<file path="src/rtl/if_stage_fifo.sv">
// Instruction-fetch stage: credit-limited SRAM-like fetch, in-order instruction queue, redirect cancel.
// Optional IF_ADEF_EN: a misaligned fetch PC yields one address-error entry instead of a request.
`timescale 1ns/1ps
module if_stage_fifo #(
   parameter logic [31:0] RESET_PC   = 32'h1c000000,
   parameter int unsigned FIFO_DEPTH = 4
) (
   input  logic        clk,
   input  logic        reset,
   output logic        inst_req,
   output logic        inst_wr,
   output logic [1:0]  inst_size,
   output logic [31:0] inst_addr,
   output logic [31:0] inst_wdata,
   input  logic        inst_addr_ok,
   input  logic        inst_data_ok,
   input  logic [31:0] inst_rdata,
   output logic        fs2ds_valid,
`ifdef IF_ADEF_EN
   output logic [64:0] fs2ds_bus,
`else
   output logic [63:0] fs2ds_bus,
`endif
   input  logic        ds_allowin,
   input  logic [32:0] br_zip
);
   localparam int unsigned PW = $clog2(FIFO_DEPTH);
   localparam int unsigned CW = PW + 1;
   localparam int unsigned SW = CW + 1;
   localparam logic [CW-1:0] DEPTH_C = CW'(FIFO_DEPTH);

   logic [31:0]   r_fetch_pc;
   logic [CW-1:0] r_inflight;
   logic [CW-1:0] r_cancel;
   logic [CW-1:0] r_count;
   logic [PW-1:0] r_q_wptr;
   logic [PW-1:0] r_q_rptr;
   logic [PW-1:0] r_tag_wptr;
   logic [PW-1:0] r_tag_rptr;
   logic [31:0]   r_q_pc   [FIFO_DEPTH];
   logic [31:0]   r_q_inst [FIFO_DEPTH];
   logic [31:0]   r_tag    [FIFO_DEPTH];

   logic        w_br_taken;
   logic [31:0] w_br_target;
   logic        w_credit;
   logic        w_misaligned;
   logic        w_hs;
   logic        w_dok;
   logic        w_resp;
   logic        w_adef_push;
   logic        w_q_push;
   logic        w_q_pop;
   logic [31:0] w_push_pc;
   logic [31:0] w_push_inst;

   assign w_br_taken  = br_zip[32];
   assign w_br_target = br_zip[31:0];
   assign w_credit    = (SW'(r_inflight) + SW'(r_count)) < SW'(FIFO_DEPTH);

`ifdef IF_ADEF_EN
   logic                  r_adef_done;
   logic [FIFO_DEPTH-1:0] r_q_adef;

   assign w_misaligned = r_fetch_pc[1:0] != 2'b00;
   // One error entry per misaligned PC, issued once the pipe behind it has drained
   assign w_adef_push  = w_misaligned & ~r_adef_done & (r_inflight == '0)
                       & (r_count != DEPTH_C) & ~w_br_taken;
`else
   assign w_misaligned = 1'b0;
   assign w_adef_push  = 1'b0;
`endif

   assign inst_req    = ~reset & w_credit & (r_cancel == '0) & ~w_misaligned;
   assign inst_wr     = 1'b0;
   assign inst_size   = 2'b10;
   assign inst_addr   = r_fetch_pc;
   assign inst_wdata  = 32'h0;

   // Stale responses with nothing outstanding are ignored rather than corrupting counters
   assign w_hs        = inst_req & inst_addr_ok;
   assign w_dok       = inst_data_ok & ((r_cancel != '0) | (r_inflight != '0));
   assign w_resp      = w_dok & (r_cancel == '0);
   assign w_q_push    = w_resp | w_adef_push;
   assign w_q_pop     = fs2ds_valid & ds_allowin;
   assign w_push_pc   = w_adef_push ? r_fetch_pc : r_tag[r_tag_rptr];
   assign w_push_inst = w_adef_push ? 32'h0 : inst_rdata;

   assign fs2ds_valid = r_count != '0;
`ifdef IF_ADEF_EN
   assign fs2ds_bus   = {r_q_adef[r_q_rptr], r_q_pc[r_q_rptr], r_q_inst[r_q_rptr]};
`else
   assign fs2ds_bus   = {r_q_pc[r_q_rptr], r_q_inst[r_q_rptr]};
`endif

   // Control state; a redirect flushes both queues and converts all outstanding requests to cancels
   always_ff @(posedge clk or posedge reset) begin
      if (reset) begin
         r_fetch_pc <= RESET_PC;
         r_inflight <= '0;
         r_cancel   <= '0;
         r_count    <= '0;
         r_q_wptr   <= '0;
         r_q_rptr   <= '0;
         r_tag_wptr <= '0;
         r_tag_rptr <= '0;
      end else if (w_br_taken) begin
         r_fetch_pc <= w_br_target;
         r_cancel   <= r_cancel + r_inflight + CW'(w_hs) - CW'(w_dok);
         r_inflight <= '0;
         r_count    <= '0;
         r_q_wptr   <= '0;
         r_q_rptr   <= '0;
         r_tag_wptr <= '0;
         r_tag_rptr <= '0;
      end else begin
         if (w_hs) r_fetch_pc <= r_fetch_pc + 32'd4;
         r_cancel   <= r_cancel - CW'(w_dok & (r_cancel != '0));
         r_inflight <= r_inflight + CW'(w_hs) - CW'(w_resp);
         r_count    <= r_count + CW'(w_q_push) - CW'(w_q_pop);
         r_q_wptr   <= r_q_wptr + PW'(w_q_push);
         r_q_rptr   <= r_q_rptr + PW'(w_q_pop);
         r_tag_wptr <= r_tag_wptr + PW'(w_hs);
         r_tag_rptr <= r_tag_rptr + PW'(w_resp);
      end
   end

`ifdef IF_ADEF_EN
   always_ff @(posedge clk or posedge reset) begin
      if (reset)           r_adef_done <= 1'b0;
      else if (w_br_taken) r_adef_done <= 1'b0;
      else if (w_adef_push) r_adef_done <= 1'b1;
   end
`endif

   // Queue and tag storage need no reset: validity lives in the counters
   always_ff @(posedge clk) begin
      if (w_q_push & ~w_br_taken) begin
         r_q_pc[r_q_wptr]   <= w_push_pc;
         r_q_inst[r_q_wptr] <= w_push_inst;
`ifdef IF_ADEF_EN
         r_q_adef[r_q_wptr] <= w_adef_push;
`endif
      end
      if (w_hs & ~w_br_taken) r_tag[r_tag_wptr] <= r_fetch_pc;
   end

   a_no_overflow: assert property (@(posedge clk) disable iff (reset)
      !(w_q_push && !w_br_taken && r_count == DEPTH_C));
   a_no_tag_underflow: assert property (@(posedge clk) disable iff (reset)
      !(inst_data_ok && r_cancel == '0 && r_inflight == '0));

endmodule
</file>
<file path="config.mk">
export PLATFORM = sky130hd
export DESIGN_NAME = if_stage_fifo
export DESIGN_NICKNAME = d
export VERILOG_FILES = /design/src/rtl/if_stage_fifo.sv
export SDC_FILE = /design/constraint.sdc
export NUM_CORES = 1
export LEC_CHECK = 0
export ABC_AREA = 1
export BUFFER_PORTS_ARGS = -buffer_cell sky130_fd_sc_hd__buf_2
export CORE_MARGIN = 8
export CORE_UTILIZATION = 30
export DETAILED_ROUTE_END_ITERATION = 12
export PLACE_DENSITY = 0.54
export SYNTH_ARGS = -nofsm -noshare
export SYNTH_HDL_FRONTEND = slang
export SYNTH_SLANG_ARGS = --single-unit
export TNS_END_PERCENT = 50
</file>
<file path="constraint.sdc">
create_clock -name clk -period 8 [get_ports clk]
set_input_delay 0.4 -clock clk [delete_from_list [all_inputs] [get_ports clk]]
set_output_delay 0.4 -clock clk [all_outputs]
set_load 0.02 [all_outputs]
</file>
==> flow_summary.ini <==
[yosys]
yosys_warnings = 0
yosysTopAreaCell = edfxtp_1
post_synth.cell_area_avg_um2 = 12.2
synthFlopType = edfxtp_1
synth_area_um2 = 17700
synth_most_common_cell = edfxtp_1
synth_top_area_share_pct = 65.0
yosysSeqAreaShare_pct = 71.9
synth_area_leaders = edfxtp_1 65%, dfrtp_1 6.5%, o21ai_0 5.7%
synthTopCellsByCount = 384 x edfxtp_1, 254 x nor2_1, 202 x o21ai_0, 158 x nand2_1, 96 x o22ai_1
synth_edf_count = 384
synth.distinct_cells = 33
synthCells = 1452
ys_ff_latch = 433
async_flop_share_pct = 11.3

[setup_path]
worst_setup_path_end_kind = output pin
reg2reg_depth = 9
required_ns = 7.60
worstSetupPathType = reg2out
startpoint_type = register
path_cells = clkinv_2 > buf_4 > o21ai_0 > o22ai_1 > buf_2
critPathMaxStageDelay_ns = 0.80
crit_slowest_cell = buf_4
r2r-start = r_inflight[2]
crit_start = r_q_rptr[0]
cp_max_fo = 92
arrival_ns = 3.17

[timing]
fin_crit_ns = 3.57
finalMaxSlewViolations = 0
relSlewSlack_pct = 17.3
max_freq_mhz = 280
clock_skew_ns = 0.0316
period_share_pct = 44.6
hold_viol = 0
worst_pin_slew_ns = 1.24
finalSetupTns_ns = 0
holdWs_ns = 0.0292
finalSetupViolCount = 0
setup_ws_ns = 4.43
rsz0062_at_grt = no

[detailed_routing]
wl_met1_um = 20600
vias_per_cell = 4.73
top_layer = met4
wl_per_cell_um = 18.2
routed_wl_um = 44000
detail-route-antenna-nets = 0
drc = 0
drt_iter0_markers = 922
vias = 11400
wl_met3_um = 2810
first_pass_iters = 5
wl_met2_um = 19900

[cts]
clk_path_buf_depth = 3
h-tree-depth = 2
numCtsBuffers = 46
cts_sinks = 433
root_buffer = clkbuf_16
clkTransAtPathRegs_ns = 0.06
clock_latency_ns = 0.57
cts_tree = done
cts_resized = 0
post_cts_buffers = 0

[run]
maxCapViolations = 0

[run_status]
outcome = finished, final reports clean

[global_routing]
grt_max_degree = 100
grt_pass1_wl_um = 66800
grt_usage_pct = 12.6
grt_antenna_before_repair = 0
grt-ovfl-total = 0
grt_pass1_vias = 11300

[placed_design]
place_ws_ns = 4.86
gp_congestion = 0.807
port_buffers = 167
dp_hpwl_um = 27000

[layout]
final-seq-area_um2 = 12800
nFillCells = 5824
multi_input_area_um2 = 4310
final_nets = 1699
drive_above_1_share_pct = 16.2
diodes = 0
syn_to_final_growth_pct = 16.4

[power]
ir_drop_v = 0.000216
p_leak_nw = 7.47
total_power_mw = 6.18
powerDensity_nw_per_um2 = 299

[die]
fp-row-count = 89
coreArea_um2 = 58800
die_h_um = 259
start_util_pct = 30.2
dieArea_um2 = 67200
die_w_um = 259
pin_count = 203

[hold_path]
hold_path.class = in2async
[final cells by class]
cell class | instances | area share, %
flip-flops and latches | 433 | 61.8
multi-input cells | 878 | 20.9
clock buffers | 58 | 5.84
repair buffers | 187 | 4.79
well taps | 773 | 4.69
inverters | 64 | 1.17
clock inverters | 21 | 0.782
[routing by layer]
metal / track usage, % / vias to the layer above
li1: - / 5421
met3: 2.58 / 54
met4: 3.00 / 0
met5: 0 / -
met2: 19.9 / 362
met1: 17.8 / 5581
[worst paths after layout]
kind	to	slack (ns)
max	fs2ds_bus[48]	4.43
min	r_tag_rptr[0]	0.03
max reg2reg	r_tag[3][31]	4.89
min reg2reg	r_tag[1][28]	0.60
max in group asynchronous	r_q_rptr[0]	7.46
min in group clk	inst_addr[1]	0.03
[critical path: cells and delay by family, from the launching register on]
family / cells / cell delay [ns]
AOI/OAI and AO/OA: 2 / 0.45
buffers and inverters: 3 / 1.44
DFF: 1 / 0.63
[logic make-up after synthesis]
group	share of synthesized area [%]
adder cells (fa/ha/maj)	1.51
other	0.0423
XOR/XNOR	1.04
buffers and inverters	4.68
AO/OA/AOI/OAI	9.65
AND/OR/NAND/NOR	11.1
multiplexers	0.0564
flip-flops	71.9
[through the flow]
stage	cell area (um2)	cells	utilization [%]
2_1_floorplan	17900	1485	-
3_3_place_gp	19300	2334	32.8
3_5_place_dp	19300	2334	32.8
4_1_cts	20600	2414	35.1
5_1_grt	20600	2414	35.1
6_report	20600	2414	35.1
[flip-flops by register name (all words and copies together), names as in the netlist]
name and cells:
r_q_wptr 2, r_q_inst 128, r_cancel 3, r_tag 128
r_tag_wptr 2, r_tag_rptr 2, r_inflight 3, inst_addr 32
r_q_rptr 2, r_q_pc 128, r_count 3
[repair_timing]
action / 4_1_cts / 5_1_grt
hold buffers: 1 / 0
endpoints found under the hold margin: 1 / 0
setup endpoints to repair: 0 / 0
[layout by cell type, fill, tap and decap left out, drive strengths merged, types with 3 or more instances in the layout]
master	netlist	routed
nor2	258	258
nor3	8	8
edfxtp	384	384
clkinv	1	19
o22ai	96	96
buf	62	186
fa	4	4
xor2	16	16
dfstp	3	3
clkbuf	48	58
o211ai	6	6
ha	15	15
dfrtp	46	46
conb	2	35
xnor2	5	5
nand2	158	158
o21ai	202	202
inv	63	64
nand3	64	64
a21oi	4	4
[report_power, final]
| group | switching (mW) | internal (mW) |
|---|---|---|
| sequential | 0.142 | 2.62 |
| clock | 0.837 | 1.10 |
| combinational | 1.05 | 0.428 |
No activity file was read; power rests on OpenSTA's default activity.
